$ cat config.mk
export PLATFORM = sky130hd
export DESIGN_NAME = rdoq_cost_select
export DESIGN_NICKNAME = d
export VERILOG_FILES = /design/src/rtl/rdoq_pkg.sv /design/src/rtl/rdoq_cost_calc.sv /design/src/rtl/rdoq_cost_select.sv
export SDC_FILE = /design/constraint.sdc
export NUM_CORES = 2
export LEC_CHECK = 0
export BUFFER_PORTS_ARGS = -buffer_cell sky130_fd_sc_hd__buf_2
export CORE_MARGIN = 3
export CORE_UTILIZATION = 45
export CTS_BUF_LIST = sky130_fd_sc_hd__clkbuf_4 sky130_fd_sc_hd__clkbuf_8
export DETAILED_ROUTE_END_ITERATION = 10
export GPL_TIMING_DRIVEN = 0
export MAX_ROUTING_LAYER = met4
export PLACE_DENSITY = 0.73
export SYNTH_ARGS = -nofsm -noshare
export SYNTH_HDL_FRONTEND = slang
export SYNTH_SLANG_ARGS = --single-unit
$ cat constraint.sdc
create_clock -name clk -period 7.7 [get_ports clk]
set_input_delay 1.155 -clock clk [delete_from_list [all_inputs] [get_ports clk]]
set_output_delay 1.155 -clock clk [all_outputs]
set_load 0.02 [all_outputs]
$ cat src/rtl/rdoq_pkg.sv
// Shared widths, cost type and saturating cost arithmetic for the RDOQ cost/selection path.
package rdoq_pkg;

    localparam int DIST_WIDTH   = 162;
    localparam int LEVEL_WIDTH  = 32;
    localparam int RATE_WIDTH   = 24;
    localparam int LAMBDA_WIDTH = 32;
    localparam int COST_WIDTH   = 164;
    localparam int PROD_WIDTH   = RATE_WIDTH + LAMBDA_WIDTH;

    typedef logic [COST_WIDTH-1:0]  cost_t;
    typedef logic [LEVEL_WIDTH-1:0] level_t;
    typedef logic [PROD_WIDTH-1:0]  prod_t;

    localparam cost_t COST_MAX = '1;

    // Winner held by the running-best stage and handed to the output stage.
    typedef struct packed {
        level_t level;
        cost_t  cost;
    } cand_result_t;

    function automatic cost_t sat_add(input cost_t a, input cost_t b);
        logic [COST_WIDTH:0] sum;
        sum = {1'b0, a} + {1'b0, b};
        return sum[COST_WIDTH] ? COST_MAX : sum[COST_WIDTH-1:0];
    endfunction

endpackage

$ cat src/rtl/rdoq_cost_calc.sv
// Two-stage cost pipeline: S1 registers (lambda*rate)>>LAMBDA_SHIFT, S2 registers the saturated D + product.
module rdoq_cost_calc
    import rdoq_pkg::*;
#(
    parameter int LAMBDA_SHIFT = 0
) (
    input  logic                    clk,
    input  logic                    rst,
    input  logic                    valid_i,
    input  logic [DIST_WIDTH-1:0]   dist_i,
    input  logic [LEVEL_WIDTH-1:0]  level_i,
    input  logic [RATE_WIDTH-1:0]   rate_i,
    input  logic                    last_i,
    input  logic [LAMBDA_WIDTH-1:0] lambda_i,
    output logic                    valid_o,
    output cost_t                   cost_o,
    output level_t                  level_o,
    output logic                    last_o
);

    prod_t                   prod_d;
    prod_t                   s1_prod_q;
    logic [DIST_WIDTH-1:0]   s1_dist_q;
    level_t                  s1_level_q;
    logic                    s1_last_q;
    logic                    s1_valid_q;

    assign prod_d = (PROD_WIDTH'(lambda_i) * PROD_WIDTH'(rate_i)) >> LAMBDA_SHIFT;

    always_ff @(posedge clk) begin
        if (rst) begin
            s1_valid_q <= 1'b0;
            valid_o    <= 1'b0;
        end else begin
            s1_valid_q <= valid_i;
            valid_o    <= s1_valid_q;
        end
    end

    // NOTE: only the valid bits are reset; payload registers are qualified by valid, so resetting them buys nothing.
    always_ff @(posedge clk) begin
        s1_prod_q  <= prod_d;
        s1_dist_q  <= dist_i;
        s1_level_q <= level_i;
        s1_last_q  <= last_i;
        cost_o     <= sat_add(cost_t'(s1_dist_q), cost_t'(s1_prod_q));
        level_o    <= s1_level_q;
        last_o     <= s1_last_q;
    end

endmodule

$ cat src/rtl/rdoq_cost_select.sv
// RDOQ level selection: per coefficient, picks the minimum RD-cost candidate (ties -> smaller level)
// and emits it with a wrapping coefficient index; block_done_out marks the last coefficient of a block.
module rdoq_cost_select
    import rdoq_pkg::*;
#(
    parameter int  NUM_COEFF    = 16,
    parameter int  LAMBDA_SHIFT = 0,
    localparam int IDX_WIDTH    = (NUM_COEFF > 1) ? $clog2(NUM_COEFF) : 1
) (
    input  logic                    clk,
    input  logic                    rst,
    input  logic                    data_valid_in,
    input  logic [DIST_WIDTH-1:0]   distortion_in,
    input  logic [LEVEL_WIDTH-1:0]  cand_level_in,
    input  logic [RATE_WIDTH-1:0]   cand_rate_in,
    input  logic                    cand_last_in,
    input  logic [LAMBDA_WIDTH-1:0] lambda_in,
    output logic                    best_valid_out,
    output logic [LEVEL_WIDTH-1:0]  best_level_out,
    output logic [COST_WIDTH-1:0]   best_cost_out,
    output logic [IDX_WIDTH-1:0]    coef_idx_out,
    output logic                    block_done_out
);

    localparam logic [IDX_WIDTH-1:0] LAST_IDX = IDX_WIDTH'(NUM_COEFF - 1);

    logic         s2_valid;
    cost_t        s2_cost;
    level_t       s2_level;
    logic         s2_last;

    logic         first_pending_q;
    cand_result_t best_q;
    cand_result_t win_d;
    cand_result_t res_q;
    logic         res_valid_q;
    logic [IDX_WIDTH-1:0] idx_q;

    rdoq_cost_calc #(
        .LAMBDA_SHIFT (LAMBDA_SHIFT)
    ) u_cost_calc (
        .clk      (clk),
        .rst      (rst),
        .valid_i  (data_valid_in),
        .dist_i   (distortion_in),
        .level_i  (cand_level_in),
        .rate_i   (cand_rate_in),
        .last_i   (cand_last_in),
        .lambda_i (lambda_in),
        .valid_o  (s2_valid),
        .cost_o   (s2_cost),
        .level_o  (s2_level),
        .last_o   (s2_last)
    );

    // The first candidate of a group wins unconditionally, so a stale best never leaks across groups.
    always_comb begin
        win_d = best_q;
        if (first_pending_q || (s2_cost < best_q.cost) ||
            ((s2_cost == best_q.cost) && (s2_level < best_q.level))) begin
            win_d.level = s2_level;
            win_d.cost  = s2_cost;
        end
    end

    always_ff @(posedge clk) begin
        if (rst) begin
            first_pending_q <= 1'b1;
            best_q          <= '0;
            res_q           <= '0;
            res_valid_q     <= 1'b0;
        end else begin
            res_valid_q <= s2_valid && s2_last;
            if (s2_valid) begin
                best_q          <= win_d;
                first_pending_q <= s2_last;
                if (s2_last) begin
                    res_q <= win_d;
                end
            end
        end
    end

    always_ff @(posedge clk) begin
        if (rst) begin
            best_valid_out <= 1'b0;
            best_level_out <= '0;
            best_cost_out  <= '0;
            coef_idx_out   <= '0;
            block_done_out <= 1'b0;
            idx_q          <= '0;
        end else begin
            best_valid_out <= res_valid_q;
            block_done_out <= res_valid_q && (idx_q == LAST_IDX);
            if (res_valid_q) begin
                best_level_out <= res_q.level;
                best_cost_out  <= res_q.cost;
                coef_idx_out   <= idx_q;
                idx_q          <= (idx_q == LAST_IDX) ? '0 : idx_q + IDX_WIDTH'(1);
            end
        end
    end

endmodule

==> flow_metrics.tcl <==
set metrics [dict create \
    status "completed" \
    synth_area_leader_cell "dfxtp_1" \
    vias 55513 \
    core_area_mm2 0.1484 \
    synth_area_leaders "dfxtp_1 (31%), fa_1 (20%), ha_1 (8.0%)" \
    synth_edf_count 0 \
    die-area_mm2 0.1548 \
    cap_violations 0 \
    multi_input_area_mm2 0.04116 \
    initial_utilization_pct 45.54 \
    hp-start "u_cost_calc.s1_last_q$_DFF_P_" \
    clkLatencyLatePin_ps 890 \
    ys.warnings.count 0 \
    grt_pass1_wl_mm 347.0 \
    grt_max_degree 17 \
    r2r-start "best_q[50]$_SDFFE_PP0P_" \
    postCtsHoldBufs 0 \
    tritoncts "built" \
    crit_required_ps 8470 \
    areaGrowthSynthToFinish_pct 13.14 \
    reg2reg_to "res_q[44]$_SDFFE_PP0P_" \
    synthDistinctLibCells 81 \
    drv_slew 0 \
    min_period_ps 7570 \
    grt_usage_pct 30.29 \
    hold_class "flop to flop" \
    portBuffers 454 \
    cts_buffers 156 \
    clock_skew_ps 60.41 \
    min_to "u_cost_calc.last_o$_DFF_P_" \
    crit_type "primary input to flop" \
    drc_errors 0 \
    dpl.cell_count 9757 \
    cp-start-kind "primary input" \
    register_area_mm2 0.02100 \
    syn_avg_cell_area_um2 9.254 \
    drt-initial-drc-count 4569 \
    dp_hpwl_mm 187.3 \
    whs_path_depth 0 \
    gp_congestion 1.064 \
    post-place-ws_ps -1807 \
    num_rows 141 \
    synthArstFlopShare_pct 0 \
    nFillCells 13658 \
    netlist.area_leader.share_pct 31.08 \
    max-clock-path-buffers 3 \
    grt-ovfl-total 0 \
    synth_nets 8647 \
    ys.flop_type "dfxtp_1" \
    finalHoldViolCount 0 \
    htree_levels 4 \
    setup_viol 0 \
    dr.pass1.iters 6 \
    antenna_found_initial 26 \
    vias_per_cell 5.520 \
    fmaxAchievable_mhz 132.1 \
    cp-end-kind "flop" \
    die_w_um 393.5 \
    clock_sinks 1049 \
    regToRegSetupSlack_ps 2660 \
    synthesis.area_mm2 0.06757 \
    slew_headroom_pct 13.05 \
    path_clk_slew_ps 60 \
    post_route_cells_drive_above_1_share_pct 12.40 \
    syn_inst 7301 \
    yosysSeqAreaShare_pct 31.08 \
    fin_cells 10056 \
    fin_crit_sh_pct 98.31 \
    crit_path_start "cand_rate_in[3]" \
    cts_root_buffer "clkbuf_8" \
    tightestPinTransition_ps 1304 \
    postRouteAntennaNets 0 \
    ios 456 \
    ys_ff_latch 1049 \
    final_nets 9258 \
    rr_worst_depth 12 \
    wl_per_cell_um 23.07 \
    grt_pass1_vias 55557 \
    cp_max_fo 10 \
    cp_data_arrival_time_ps 8340 \
    die_y_um 393.5 \
    setup_ws_ps 130.0 \
    wl_mm 232.0 \
]
how the worst max path moves through the flow:
| stage | end | slack (ps) | cells after the start |
|---|---|---|---|
| after detailed placement | u_cost_calc.s1_prod_q[48]$_DFF_P_ | -1810 | 26 |
| final | u_cost_calc.s1_prod_q[55]$_DFF_P_ | 130 | 26 |
| after CTS | u_cost_calc.s1_prod_q[55]$_DFF_P_ | 3 | 24 |
| after floorplan | u_cost_calc.s1_prod_q[49]$_DFF_P_ | 50 | 23 |
| after global placement | u_cost_calc.s1_prod_q[48]$_DFF_P_ | -1800 | 26 |
| after global routing | u_cost_calc.s1_prod_q[55]$_DFF_P_ | -1 | 24 |
per-layer routing:
metal | global-route usage, % | share of wire, %
met1 | 38.65 | 41
met2 | 44.74 | 43
met3 | 7.800 | 10
met4 | 14.73 | 5.7
met5 | - | 0
critical path, cell delays in order:
cell	delay (ps)
buf_2	200
clkbuf_4	340
nand2_1	150
fa_1	500
inv_1	80
fa_1	550
inv_1	60
fa_1	480
fa_1	520
inv_1	50
fa_1	460
fa_1	550
inv_1	60
fa_1	580
inv_1	110
ha_1	410
nand2_1	120
o21ai_0	250
a31oi_1	150
o21a_1	190
o31a_1	170
o311a_1	370
o31ai_4	320
a41oi_1	170
o21bai_1	170
xnor2_1	140
sequential cells by signal (all words and copies together), names as in the netlist, 4 cells and up:
name and cells:
res_q 196, u_cost_calc.level_o 32, best_level_out 32, coef_idx_out 4
best_q 196, idx_q 4, u_cost_calc.s1_prod_q 56, u_cost_calc.cost_o 163
u_cost_calc.s1_level_q 32, best_cost_out 164, u_cost_calc.s1_dist_q 162
per-stage QoR:
step                util, %  setup TNS [ps]  hold slack [ps]  instance area (um2)
floorplan                 -               0            309.6                67570
global placement      48.76          -40960            311.2                72340
detailed placement    48.76          -42540            312.1                72340
CTS                   51.37               0            269.0                76220
global route          51.52          -2.641            309.1                76430
finish                51.52               0            302.0                76440
cell type report:
cell class	instances	area share (%)
Timing Repair Buffer	459	3.038
Multi-Input combinational cell	4846	53.85
Clock inverter	47	0.8020
Sequential cell	1049	27.47
Tap cell	2002	3.277
Clock buffer	238	3.909
Inverter	961	4.719
Buffer	439	2.887
Antenna cell	15	0.04910
repair_timing:
action                     in CTS  in global routing
pin swaps                       1                  3
gates resized for setup       136                164
setup endpoints to repair      26                 16
buffers inserted                1                  4
synthesized netlist by cell type, types with 15 or more instances:
cell type  instances
fa_1             659
buf_4             15
nor2b_1           23
nand3_1          462
xnor2_1          117
nand2_1          686
nor4_1            27
o21ai_0           87
nand4_1          112
mux2i_1          203
clkbuf_1         347
a31oi_1           15
and3_1            33
nand2b_1          17
buf_2             40
a21oi_1          365
dfxtp_1         1049
inv_1            959
and2_1           410
nor3_1            37
nor2_1           315
xor2_1            93
buf_1             30
a211oi_1          15
ha_1             433
o311ai_0         129
a21o_1           355
o311ai_1          64
placed cells by master, fill, tap and decap left out, types with 216 or more instances in the layout:
cell type / n
a21o_1: 355
a21oi_1: 364
and2_1: 409
buf_2: 506
clkbuf_1: 216
dfxtp_1: 1049
fa_1: 655
ha_1: 428
inv_1: 959
nand2_1: 686
nand3_1: 462
nor2_1: 315
kinds of logic after synthesis:
| kind of cell | count (synthesis) | share of synthesized area (%) |
|---|---|---|
| buffers and inverters | 1406 | 8.104 |
| DFF | 1049 | 31.08 |
| muxes | 203 | 3.007 |
| AOI/OAI and AO/OA | 1145 | 11.61 |
| and+or+nand+nor | 2196 | 15.93 |
| adders and majority gates | 1092 | 27.54 |
| xor gates and xnor gates | 210 | 2.722 |
Power is not shown: default switching activity piles up to over one toggle a cycle in this logic, so the estimate is an artifact.
